**src/rtl/serial_subtractor8b.sv**
```systemverilog
// rtl/serial_subtractor8b.sv - bit-serial WIDTH-bit subtractor D = A - B - Bin
//
// Computes one difference bit per clock using a single full-subtractor cell
// and a borrow flip-flop. A start/busy/done handshake talks to the
// controlling FSM.
//
// Optional feature: define SERIAL_SUB_OVF_EN to add the signed overflow
// output OVF.
//
// Ports:
//   clk   - rising-edge clock
//   rst   - asynchronous active-high reset
//   start - request; A, B and Bin are sampled when it is accepted
//   A     - minuend (WIDTH bits)
//   B     - subtrahend (WIDTH bits)
//   Bin   - borrow in
//   D     - difference, registered, holds until next completion
//   Bout  - borrow out, registered, holds until next completion
//   busy  - high while a subtraction is in progress
//   done  - one-cycle pulse when D/Bout become valid
//   OVF   - signed overflow (only with SERIAL_SUB_OVF_EN)
module serial_subtractor8b #(
  parameter int WIDTH = 8
) (
  input  logic             clk,
  input  logic             rst,
  input  logic             start,
  input  logic [WIDTH-1:0] A,
  input  logic [WIDTH-1:0] B,
  input  logic             Bin,
  output logic [WIDTH-1:0] D,
  output logic             Bout,
`ifdef SERIAL_SUB_OVF_EN
  output logic             OVF,
`endif
  output logic             busy,
  output logic             done
);

  localparam int CNT_W = $clog2(WIDTH);

  typedef enum logic [1:0] {
    IDLE = 2'd0,
    RUN  = 2'd1,
    DONE = 2'd2
  } state_t;

  state_t state, state_next;

  logic [WIDTH-1:0] a_sr;
  logic [WIDTH-1:0] b_sr;
  // Holds the WIDTH-1 bits produced so far; the final bit joins them
  // directly on the completing edge.
  logic [WIDTH-2:0] res_sr;
  logic             br;
  logic [CNT_W-1:0] cnt;

  logic             bit_a, bit_b, bit_d, br_next, last_bit, accept;
  logic [WIDTH-1:0] res_cat;

`ifdef SERIAL_SUB_OVF_EN
  logic a_msb, b_msb;
`endif

  // Full-subtractor cell.
  assign bit_a    = a_sr[0];
  assign bit_b    = b_sr[0];
  assign bit_d    = bit_a ^ bit_b ^ br;
  assign br_next  = (~bit_a & bit_b) | (~(bit_a ^ bit_b) & br);
  assign res_cat  = {bit_d, res_sr};
  assign last_bit = (cnt == CNT_W'(WIDTH - 1));
  // start is only honoured when not busy; DONE allows back-to-back accept.
  assign accept   = start && (state != RUN);

  assign busy = (state == RUN);
  assign done = (state == DONE);

  always_ff @(posedge clk or posedge rst) begin
    if (rst) state <= IDLE;
    else     state <= state_next;
  end

  always_comb begin
    state_next = state;
    unique case (state)
      IDLE:    if (start) state_next = RUN;
      RUN:     if (last_bit) state_next = DONE;
      DONE:    state_next = start ? RUN : IDLE;
      default: state_next = IDLE;
    endcase
  end

  always_ff @(posedge clk or posedge rst) begin
    if (rst) begin
      a_sr   <= '0;
      b_sr   <= '0;
      res_sr <= '0;
      br     <= 1'b0;
      cnt    <= '0;
      D      <= '0;
      Bout   <= 1'b0;
`ifdef SERIAL_SUB_OVF_EN
      a_msb  <= 1'b0;
      b_msb  <= 1'b0;
      OVF    <= 1'b0;
`endif
    end else if (accept) begin
      a_sr  <= A;
      b_sr  <= B;
      br    <= Bin;
      cnt   <= '0;
`ifdef SERIAL_SUB_OVF_EN
      a_msb <= A[WIDTH-1];
      b_msb <= B[WIDTH-1];
`endif
    end else if (state == RUN) begin
      a_sr   <= a_sr >> 1;
      b_sr   <= b_sr >> 1;
      res_sr <= res_cat[WIDTH-1:1];
      br     <= br_next;
      cnt    <= cnt + CNT_W'(1);
      if (last_bit) begin
        D    <= res_cat;
        Bout <= br_next;
`ifdef SERIAL_SUB_OVF_EN
        // bit_d here is the MSB of the final difference.
        OVF  <= (a_msb != b_msb) && (bit_d != a_msb);
`endif
      end
    end
  end

endmodule
```
**config.mk**
```make
export PLATFORM = sky130hd
export DESIGN_NAME = serial_subtractor8b
export DESIGN_NICKNAME = d
export VERILOG_FILES = /design/src/rtl/serial_subtractor8b.sv
export SDC_FILE = /design/constraint.sdc
export NUM_CORES = 1
export LEC_CHECK = 0
export CORE_MARGIN = 2
export CORE_UTILIZATION = 25
export CTS_CLUSTER_SIZE = 10
export DETAILED_ROUTE_END_ITERATION = 8
export PLACE_DENSITY = 0.54
export REMOVE_ABC_BUFFERS = 1
export SLEW_MARGIN = 20
export SYNTH_ARGS = -nofsm -noshare
export SYNTH_HDL_FRONTEND = slang
export SYNTH_SLANG_ARGS = --single-unit
```
**constraint.sdc**
```tcl
create_clock -name clk -period 1.35 [get_ports clk]
set_input_delay 0.3375 -clock clk [delete_from_list [all_inputs] [get_ports clk]]
set_output_delay 0.3375 -clock clk [all_outputs]
set_load 0.005 [all_outputs]
```
==> flow_metrics.tcl, run 1 <==
set metrics [dict create \
    r2r_cells 5 \
    start_util_pct 25.92 \
    met3_usage_pct 3.110 \
    grt_max_degree 27 \
    num_rows 30 \
    use_met2_pct 16.60 \
    peakVddDrop_mv 0.9675 \
    fin_util_pct 36.34 \
    crit_type "flip-flop to flip-flop" \
    syn_inst 113 \
    hpwl_um 2405 \
    finalWirelength_um 3586 \
    drive_gt1_share_pct 48.19 \
    cts-root-buf "clkbuf_8" \
    slowest_delay_ns 0.42 \
    synth-seq-area-share_pct 53.71 \
    period_share_pct 110.9 \
    end_kind "flip-flop" \
    dieArea_mm2 0.007771 \
    place_inst 244 \
    cts_buffers 5 \
    use_met1_pct 13.62 \
    routabilityCongestion 0.6748 \
    dr.pass1.iters 2 \
    cp-start-kind "flip-flop" \
    p_leak_nw 1.178 \
    violations "setup timing" \
    die_w_um 88.16 \
    route.detailed.drc 0 \
    syn_area_per_cell_um2 15.67 \
    routed_via_density 4.015 \
    cp_slowest_cell "dfrtp_1" \
    area_delta_synth_final_pct 40.21 \
    power_mw 5.063 \
    crit_buf_inv 1 \
    path_cells "ha_4 -> ha_4 -> nand3b_1 -> buf_6 -> mux2_4" \
    cp_common_cell "ha_4" \
    grt_setup_unrepaired "true" \
    ys_top_cells_by_area "dfrtp_1 54%, mux2_4 20%, mux2_2 14%, mux2i_1 3.4%, ha_1 1.4%" \
    period_needed_ns 1.498 \
    postRouteAntennaNets 0 \
    clock-skew-final_ns 0.003134 \
    crit_fanout 5 \
    htree_levels 2 \
    drt-initial-drc-count 28 \
    clock_tree.buffer_depth 2 \
    arrival_ns 1.66 \
    cts_sinks 38 \
    yosys.area.top_type "dfrtp_1" \
    n_antenna_cell 0 \
    top_usage_layer "met2" \
    path_delay_family "flip-flops" \
    insertion_delay_ns 0.28 \
    nets 188 \
    ys_seq_elements 38 \
    n_fill_cell 691 \
    fmax_ghz 0.6676 \
    relSlewSlack_pct 83.59 \
    syn-cell-area_mm2 0.001770 \
    gr-usage-all-layers_pct 10.39 \
    num_vias 1052 \
    clk_pin_slew_ns 0.07 \
    wire_per_inst_um 13.69 \
    required_ns 1.52 \
    cts_tree "done" \
    power.density_mw_per_mm2 2040 \
    hold_viol_final 0 \
    finalSetupViolCount 10 \
    grt_overflow 0 \
    dieHeight_um 88.16 \
    synth_top_area_share_pct 53.71 \
    place.port_buffers 30 \
    grt_pass1_wl_um 6203 \
    ctsHoldBuffers 0 \
    grt_pass1_vias 1227 \
    synth_warnings 0 \
    path_depth 5 \
    worst_slack_ns -0.1478 \
    synth.distinct_cells 16 \
    final-instance-count-excl-fill 262 \
    core_region_area_mm2 0.006832 \
    antenna_found_initial 0 \
    drv_cap 0 \
    status "finished, violations left" \
    drv_slew 0 \
    fin_setup_tns_ns -1.123 \
    worstMarginPinSlew_ns 0.2461 \
    hold_path_class "primary input to asynchronous set/reset pin" \
    io_pins 31 \
]
cell usage in the layout, fill, tap and decap left out, types with 2 or more instances in the layout:
master | netlist | final
nor2_1 | 2 | 2
dlygate4sd2_1 | 0 | 9
buf_6 | 2 | 7
ha_4 | 0 | 2
dfrtp_1 | 38 | 38
nor2b_1 | 3 | 3
mux2_2 | 22 | 13
mux2i_1 | 6 | 6
clkbuf_8 | 0 | 6
clkdlybuf4s50_1 | 0 | 18
mux2_4 | 23 | 32
buf_4 | 2 | 12
buf_2 | 1 | 2
inv_1 | 6 | 5
synthesized netlist by cell type:
library cell / n
mux2_2: 22
buf_2: 1
mux2i_1: 6
inv_1: 6
fa_1: 1
nand2b_1: 2
inv_2: 1
nor2b_1: 3
buf_6: 2
nor2_1: 2
o22ai_1: 1
dfrtp_1: 38
ha_1: 2
mux2_4: 23
buf_4: 2
nand3b_1: 1
registers in the layout, indices dropped and copies added (netlist names):
register and count:
D 8, a_sr 8, b_sr 8, res_sr 7, cnt 3, state 2
Bout 1, br 1
layout make-up:
type                            instances  area (µm²)  share of cell area [%]
Timing Repair Buffer                   50       470.5                   18.95
Tap cell                               96       120.1                   4.839
Multi-Input combinational cell         63       817.0                   32.91
Inverter                                7       28.78                   1.159
Sequential cell                        38       950.9                   38.31
Clock buffer                            6       82.58                   3.327
Clock inverter                          2       12.51                  0.5040
through the flow:
stage / setup WS [ns] / cell area, µm² / hold slack, ns
global placement: -0.3865 / 2248 / 0.4906
finish: -0.1478 / 2482 / 0.4152
floorplan: -0.3890 / 1728 / 0.4539
CTS: -0.1884 / 2449 / 0.4083
global route: -0.1934 / 2482 / 0.4488
detailed placement: -0.4071 / 2248 / 0.4929
final timing paths:
path | slack [ns] | endpoint | start
worst max-delay path | -0.15 | D[0]$_DFFE_PP0P_ | cnt[0]$_DFFE_PP0P_
worst max register to register | -0.15 | D[0]$_DFFE_PP0P_ | cnt[0]$_DFFE_PP0P_
worst min register to register | 0.51 | D[6]$_DFFE_PP0P_ | D[6]$_DFFE_PP0P_
worst min-delay path | 0.42 | D[1]$_DFFE_PP0P_ | rst
max in group asynchronous | 0.75 | b_sr[3]$_DFFE_PP0P_ | rst
min in group clk | 0.51 | D[6]$_DFFE_PP0P_ | D[6]$_DFFE_PP0P_
cells by family after synthesis:
group / count (synthesis) / synth area share [%]
mux: 51 / 36.89
compound gates: 1 / 0.3536
fa+ha+maj: 3 / 2.544
simple gates: 8 / 2.615
buf+inv: 12 / 3.886
flops: 38 / 53.71
report_power, final:
part / leakage, nW / switching [mW] / internal, mW
clock: 0.0472 / 0.381 / 0.410
sequential: 0.454 / 0.334 / 1.67
combinational: 0.676 / 0.747 / 1.52
worst min-delay path, stage by stage:
cell and delay, ns:
clkdlybuf4s50_1 0.39, inv_1 0.12, buf_12 0.20
what timing repair did:
item	4_1_cts	5_1_grt
pin swaps	2	4
buffers inserted	6	4
resized for setup	29	13
endpoints found under the setup margin	38	14
gates cloned	2	0
metal layers:
| layer | wire length (µm) | part of all wire, % |
|---|---|---|
| met3 | 129 | 3.6 |
| met1 | 1616 | 45 |
| met4 | 51 | 1.4 |
| met5 | 0 | 0 |
| met2 | 1788 | 50 |
Power figures use the tool's default switching activity.
==> inputs of run 2 (changes only) <==
==> constraint.sdc (replaced) <==
create_clock -name clk -period 1.35 [get_ports clk]
set_input_delay 0.2025 -clock clk [delete_from_list [all_inputs] [get_ports clk]]
set_output_delay 0.2025 -clock clk [all_outputs]
set_load 0.005 [all_outputs]
==> flow_metrics.tcl, run 2 (synthesized netlist as in run 1, its figures left out) <==
set metrics [dict create \
    violations "setup timing" \
    crit_fanout 9 \
    period_share_pct 108.9 \
    hold_viol_final 0 \
    p_leak_nw 1.100 \
    dr.pass1.iters 4 \
    place.port_buffers 30 \
    status "finished, violations left" \
    peakVddDrop_mv 0.9474 \
    seqCellArea_um2 950.9 \
    drv_cap 0 \
    routed_via_density 3.976 \
    power_mw 5.133 \
    gr-usage-all-layers_pct 9.774 \
    use_met2_pct 15.84 \
    drive_gt1_share_pct 45.22 \
    dieHeight_um 88.16 \
    r2r_cells 5 \
    cts-root-buf "clkbuf_8" \
    nets 179 \
    relSlewSlack_pct 80.95 \
    postRouteAntennaNets 0 \
    num_vias 1006 \
    wire_per_inst_um 13.37 \
    drt-initial-drc-count 57 \
    num_rows 30 \
    clock-skew-final_ns 0.007355 \
    clk_pin_slew_ns 0.08 \
    period_needed_ns 1.470 \
    grt_max_degree 23 \
    ctsHoldBuffers 0 \
    core_region_area_mm2 0.006832 \
    hold_path_class "primary input to asynchronous set/reset pin" \
    io_pins 31 \
    routabilityCongestion 0.6795 \
    die_w_um 88.16 \
    place_area_mm2 0.002241 \
    drv_slew 0 \
    hpwl_um 2501 \
    clock_tree.buffer_depth 2 \
    grt_pass1_wl_um 5740 \
    crit_type "flip-flop to flip-flop" \
    cts_tree "done" \
    finalWirelength_um 3382 \
    rr_startpoint "cnt[0]$_DFFE_PP0P_" \
    worst_slack_ns -0.1202 \
    dieArea_mm2 0.007771 \
    grt_overflow 0 \
    required_ns 1.52 \
    cp-start-kind "flip-flop" \
    worstMarginPinSlew_ns 0.2857 \
    area_delta_synth_final_pct 35.69 \
    grt_setup_unrepaired "true" \
    rrSetupSlack_ns -0.12 \
    n_antenna_cell 0 \
    met3_usage_pct 3.582 \
    cts_buffers 5 \
    antenna_found_initial 0 \
    final_cell_area_mm2 0.002402 \
    hold_ws_ns 0.2388 \
    top_usage_layer "met2" \
    cts_sinks 38 \
    n_fill_cell 698 \
    largest_registers "D x8, a_sr x8, b_sr x8" \
    power.density_mw_per_mm2 2137 \
    route.detailed.drc 0 \
    end_kind "flip-flop" \
    fmax_ghz 0.6802 \
    rr_endpoint "D[0]$_DFFE_PP0P_" \
    arrival_ns 1.64 \
    grt_pass1_vias 1173 \
    htree_levels 2 \
    start_util_pct 25.92 \
    finalSetupViolCount 9 \
    multiInputGateArea_um2 777.0 \
    final_common_cell "dfrtp_1" \
    use_met1_pct 12.47 \
    insertion_delay_ns 0.29 \
    layout_common_cells "38 x dfrtp_1, 24 x mux2_4, 21 x mux2_2" \
]
==> run 2: cell count changes in the layout (fill, tap and decap cells not counted), moves of 2 or more <==
cell | previous run | this run
mux2_4 | 32 | 24
buf_2 | 2 | 0
bufinv_16 | 0 | 2
buf_4 | 12 | 8
buf_6 | 7 | 1
clkbuf_2 | 0 | 2
mux2_2 | 13 | 21
==> run 2: power by group <==
part / internal, mW / total, mW / switching, mW
logic: 1.31 / 2.00 / 0.693
registers: 1.67 / 1.99 / 0.320
clock network: 0.740 / 1.15 / 0.405
==> run 2: cell type report <==
| class | count | share of cell area (%) |
|---|---|---|
| clock inverter | 3 | 2.865 |
| inverter | 7 | 1.094 |
| sequential | 38 | 39.58 |
| clock buffer | 5 | 2.865 |
| tap | 96 | 5.000 |
| multi-input combinational | 63 | 32.34 |
| timing repair buffer | 41 | 16.25 |
==> run 2: worst max-delay path by stage <==
stage                               from               endpoint  slack (ns)  cells after the start
floorplan           state[1]$_DFFE_PP0P_  res_sr[0]$_DFFE_PP0P_       -0.39                      3
global placement                   start    a_sr[0]$_DFFE_PP0P_       -0.25                      4
detailed placement                 start    a_sr[0]$_DFFE_PP0P_       -0.27                      4
CTS                   cnt[0]$_DFFE_PP0P_       D[1]$_DFFE_PP0P_       -0.14                      5
global route          cnt[0]$_DFFE_PP0P_       D[0]$_DFFE_PP0P_       -0.19                      5
finish                cnt[0]$_DFFE_PP0P_       D[0]$_DFFE_PP0P_       -0.12                      5
==> run 2: layer usage <==
metal  up-vias  share of wire, %
li1        471                 -
met1       507                43
met2        24                51
met3         4               5.5
met4         0              0.50
met5         -                 0
==> run 2: what timing repair did <==
action,CTS,global route
setup endpoints to repair,27,12
pin swaps,0,1
buffers inserted,1,1
gates cloned,0,0
resized for setup,18,4
==> run 2: stage by stage <==
| step | util (%) | TNS [ns] | cells | worst slack, ns |
|---|---|---|---|---|
| floorplan | - | -7.614 | 108 | -0.3890 |
| global placement | 32.80 | -4.650 | 243 | -0.2536 |
| detailed placement | 32.80 | -5.234 | 243 | -0.2706 |
| CTS | 35.18 | -1.069 | 252 | -0.1373 |
| global route | 35.16 | -1.557 | 253 | -0.1941 |
| finish | 35.16 | -0.8878 | 253 | -0.1202 |
==> run 2: critical path: stages, from the launching register on <==
cell      delay, ns
dfrtp_1        0.39
ha_2           0.20
ha_4           0.16
nand3b_1       0.13
buf_12         0.15
mux2_2         0.33
==> inputs of run 3 (changes only) <==
--- a/config.mk
+++ b/config.mk
@@ -9,7 +9,7 @@
 export CORE_UTILIZATION = 25
 export CTS_CLUSTER_SIZE = 10
 export DETAILED_ROUTE_END_ITERATION = 8
-export PLACE_DENSITY = 0.54
+export PLACE_DENSITY_LB_ADDON = 0.3
 export REMOVE_ABC_BUFFERS = 1
 export SLEW_MARGIN = 20
 export SYNTH_ARGS = -nofsm -noshare
==> flow_metrics.tcl, run 3 (synthesized netlist as in run 1, its figures left out) <==
set metrics [dict create \
    drt-met1-wl_um 1588 \
    violations "setup timing" \
    insertion_delay_ns 0.28 \
    routabilityCongestion 0.6750 \
    routed_via_density 3.941 \
    grt_overflow 0 \
    place_area_mm2 0.002248 \
    peakVddDrop_mv 0.9447 \
    dieArea_mm2 0.007771 \
    postRouteAntennaNets 0 \
    largest_registers "D x8, a_sr x8, b_sr x8" \
    crit_type "flip-flop to flip-flop" \
    layout_common_cells "38 x dfrtp_1, 28 x mux2_4, 19 x clkdlybuf4s50_1" \
    start_util_pct 25.92 \
    route.met3.wl_um 150 \
    crit_fanout 9 \
    route.detailed.drc 0 \
    n_fill_cell 699 \
    wire_per_inst_um 13.43 \
    finalWirelength_um 3399 \
    grt_pass1_vias 1146 \
    final_common_cell "dfrtp_1" \
    cp-startpoint "cnt[0]$_DFFE_PP0P_" \
    clock_tree.buffer_depth 2 \
    power.density_mw_per_mm2 2023 \
    period_share_pct 109.3 \
    finalSetupViolCount 9 \
    grt_pass1_wl_um 5609 \
    grt_setup_unrepaired "true" \
    period_needed_ns 1.476 \
    nets 180 \
    cts_tree "done" \
    ctsHoldBuffers 0 \
    clk_pin_slew_ns 0.07 \
    area_delta_synth_final_pct 34.70 \
    htree_levels 2 \
    drt-initial-drc-count 74 \
    n_antenna_cell 0 \
    place.port_buffers 30 \
    num_vias 997 \
    final-instance-count-excl-fill 253 \
    hold_viol_final 0 \
    relSlewSlack_pct 78.92 \
    top_layer "met4" \
    required_ns 1.52 \
    hold_path_class "primary input to asynchronous set/reset pin" \
    cts-root-buf "clkbuf_8" \
    drv_cap 0 \
    gr-usage-all-layers_pct 9.562 \
    fin_setup_tns_ns -0.8574 \
    die_w_um 88.16 \
    dieHeight_um 88.16 \
    antenna_found_initial 0 \
    status "finished, violations left" \
    rr_startpoint "cnt[0]$_DFFE_PP0P_" \
    final_cell_area_mm2 0.002385 \
    hpwl_um 2362 \
    worstMarginPinSlew_ns 0.3162 \
    clock-skew-final_ns 0.002624 \
    io_pins 31 \
    power_mw 4.825 \
    grt_max_degree 26 \
    p_leak_nw 1.116 \
    fin_util_pct 34.91 \
    end_kind "flip-flop" \
    drv_slew 0 \
    wl_met2_um 1640 \
    dr.pass1.iters 4 \
    cts_buffers 5 \
    cp-start-kind "flip-flop" \
    drive_gt1_share_pct 43.31 \
    num_rows 30 \
    place_inst 244 \
    worst_slack_ns -0.1258 \
    arrival_ns 1.65 \
    cts_sinks 38 \
    core_region_area_mm2 0.006832 \
    fmax_ghz 0.6776 \
]
## run 3: worst paths after layout
check | end | slack [ns] | depth (start not counted)
min in group clk | b_sr[6]$_DFFE_PP0P_ | 0.51 | 1
worst max register to register | D[2]$_DFFE_PP0P_ | -0.13 | 5
worst max-delay path | D[2]$_DFFE_PP0P_ | -0.13 | 5
max in group asynchronous | cnt[2]$_DFFE_PP0P_ | 0.82 | 3
worst min-delay path | a_sr[7]$_DFFE_PP0P_ | 0.24 | 3
worst min register to register | b_sr[6]$_DFFE_PP0P_ | 0.51 | 1
## run 3: routing by layer
metal,up-vias,global-route usage [%]
met5,-,0
met4,0,2.893
met3,2,3.770
met2,18,15.08
met1,505,12.18
li1,472,-
## run 3: final cells by class
cell class | instances | area (µm²) | share of cell area (%)
multi-input combinational | 63 | 794.5 | 33.32
sequential | 38 | 950.9 | 39.87
timing repair buffer | 42 | 416.7 | 17.47
clock buffer | 7 | 76.32 | 3.200
inverter | 7 | 26.28 | 1.102
tap | 96 | 120.1 | 5.037
## run 3: critical path: stages (launching register included)
cell	delay (ns)
dfrtp_1	0.39
ha_2	0.20
ha_4	0.15
nand3b_1	0.13
buf_12	0.15
mux2_2	0.33
## run 3: power breakdown
part,internal [mW],leakage [nW],total (mW),switching (mW)
clock network,0.356,0.0383,0.723,0.367
registers,1.67,0.454,1.99,0.320
logic,1.39,0.624,2.11,0.720
## run 3: per-stage QoR
step	hold WS (ns)	setup slack, ns
3_3_place_gp	0.4864	-0.2576
4_1_cts	0.2369	-0.1319
5_1_grt	0.2643	-0.1712
3_5_place_dp	0.4988	-0.2689
2_1_floorplan	0.3411	-0.3890
6_report	0.2380	-0.1258
## run 3: repair_timing
action / CTS / global route
setup buffers: 1 / 1
pin swaps: 0 / 1
setup endpoints to repair: 29 / 13
gates resized for setup: 20 / 6
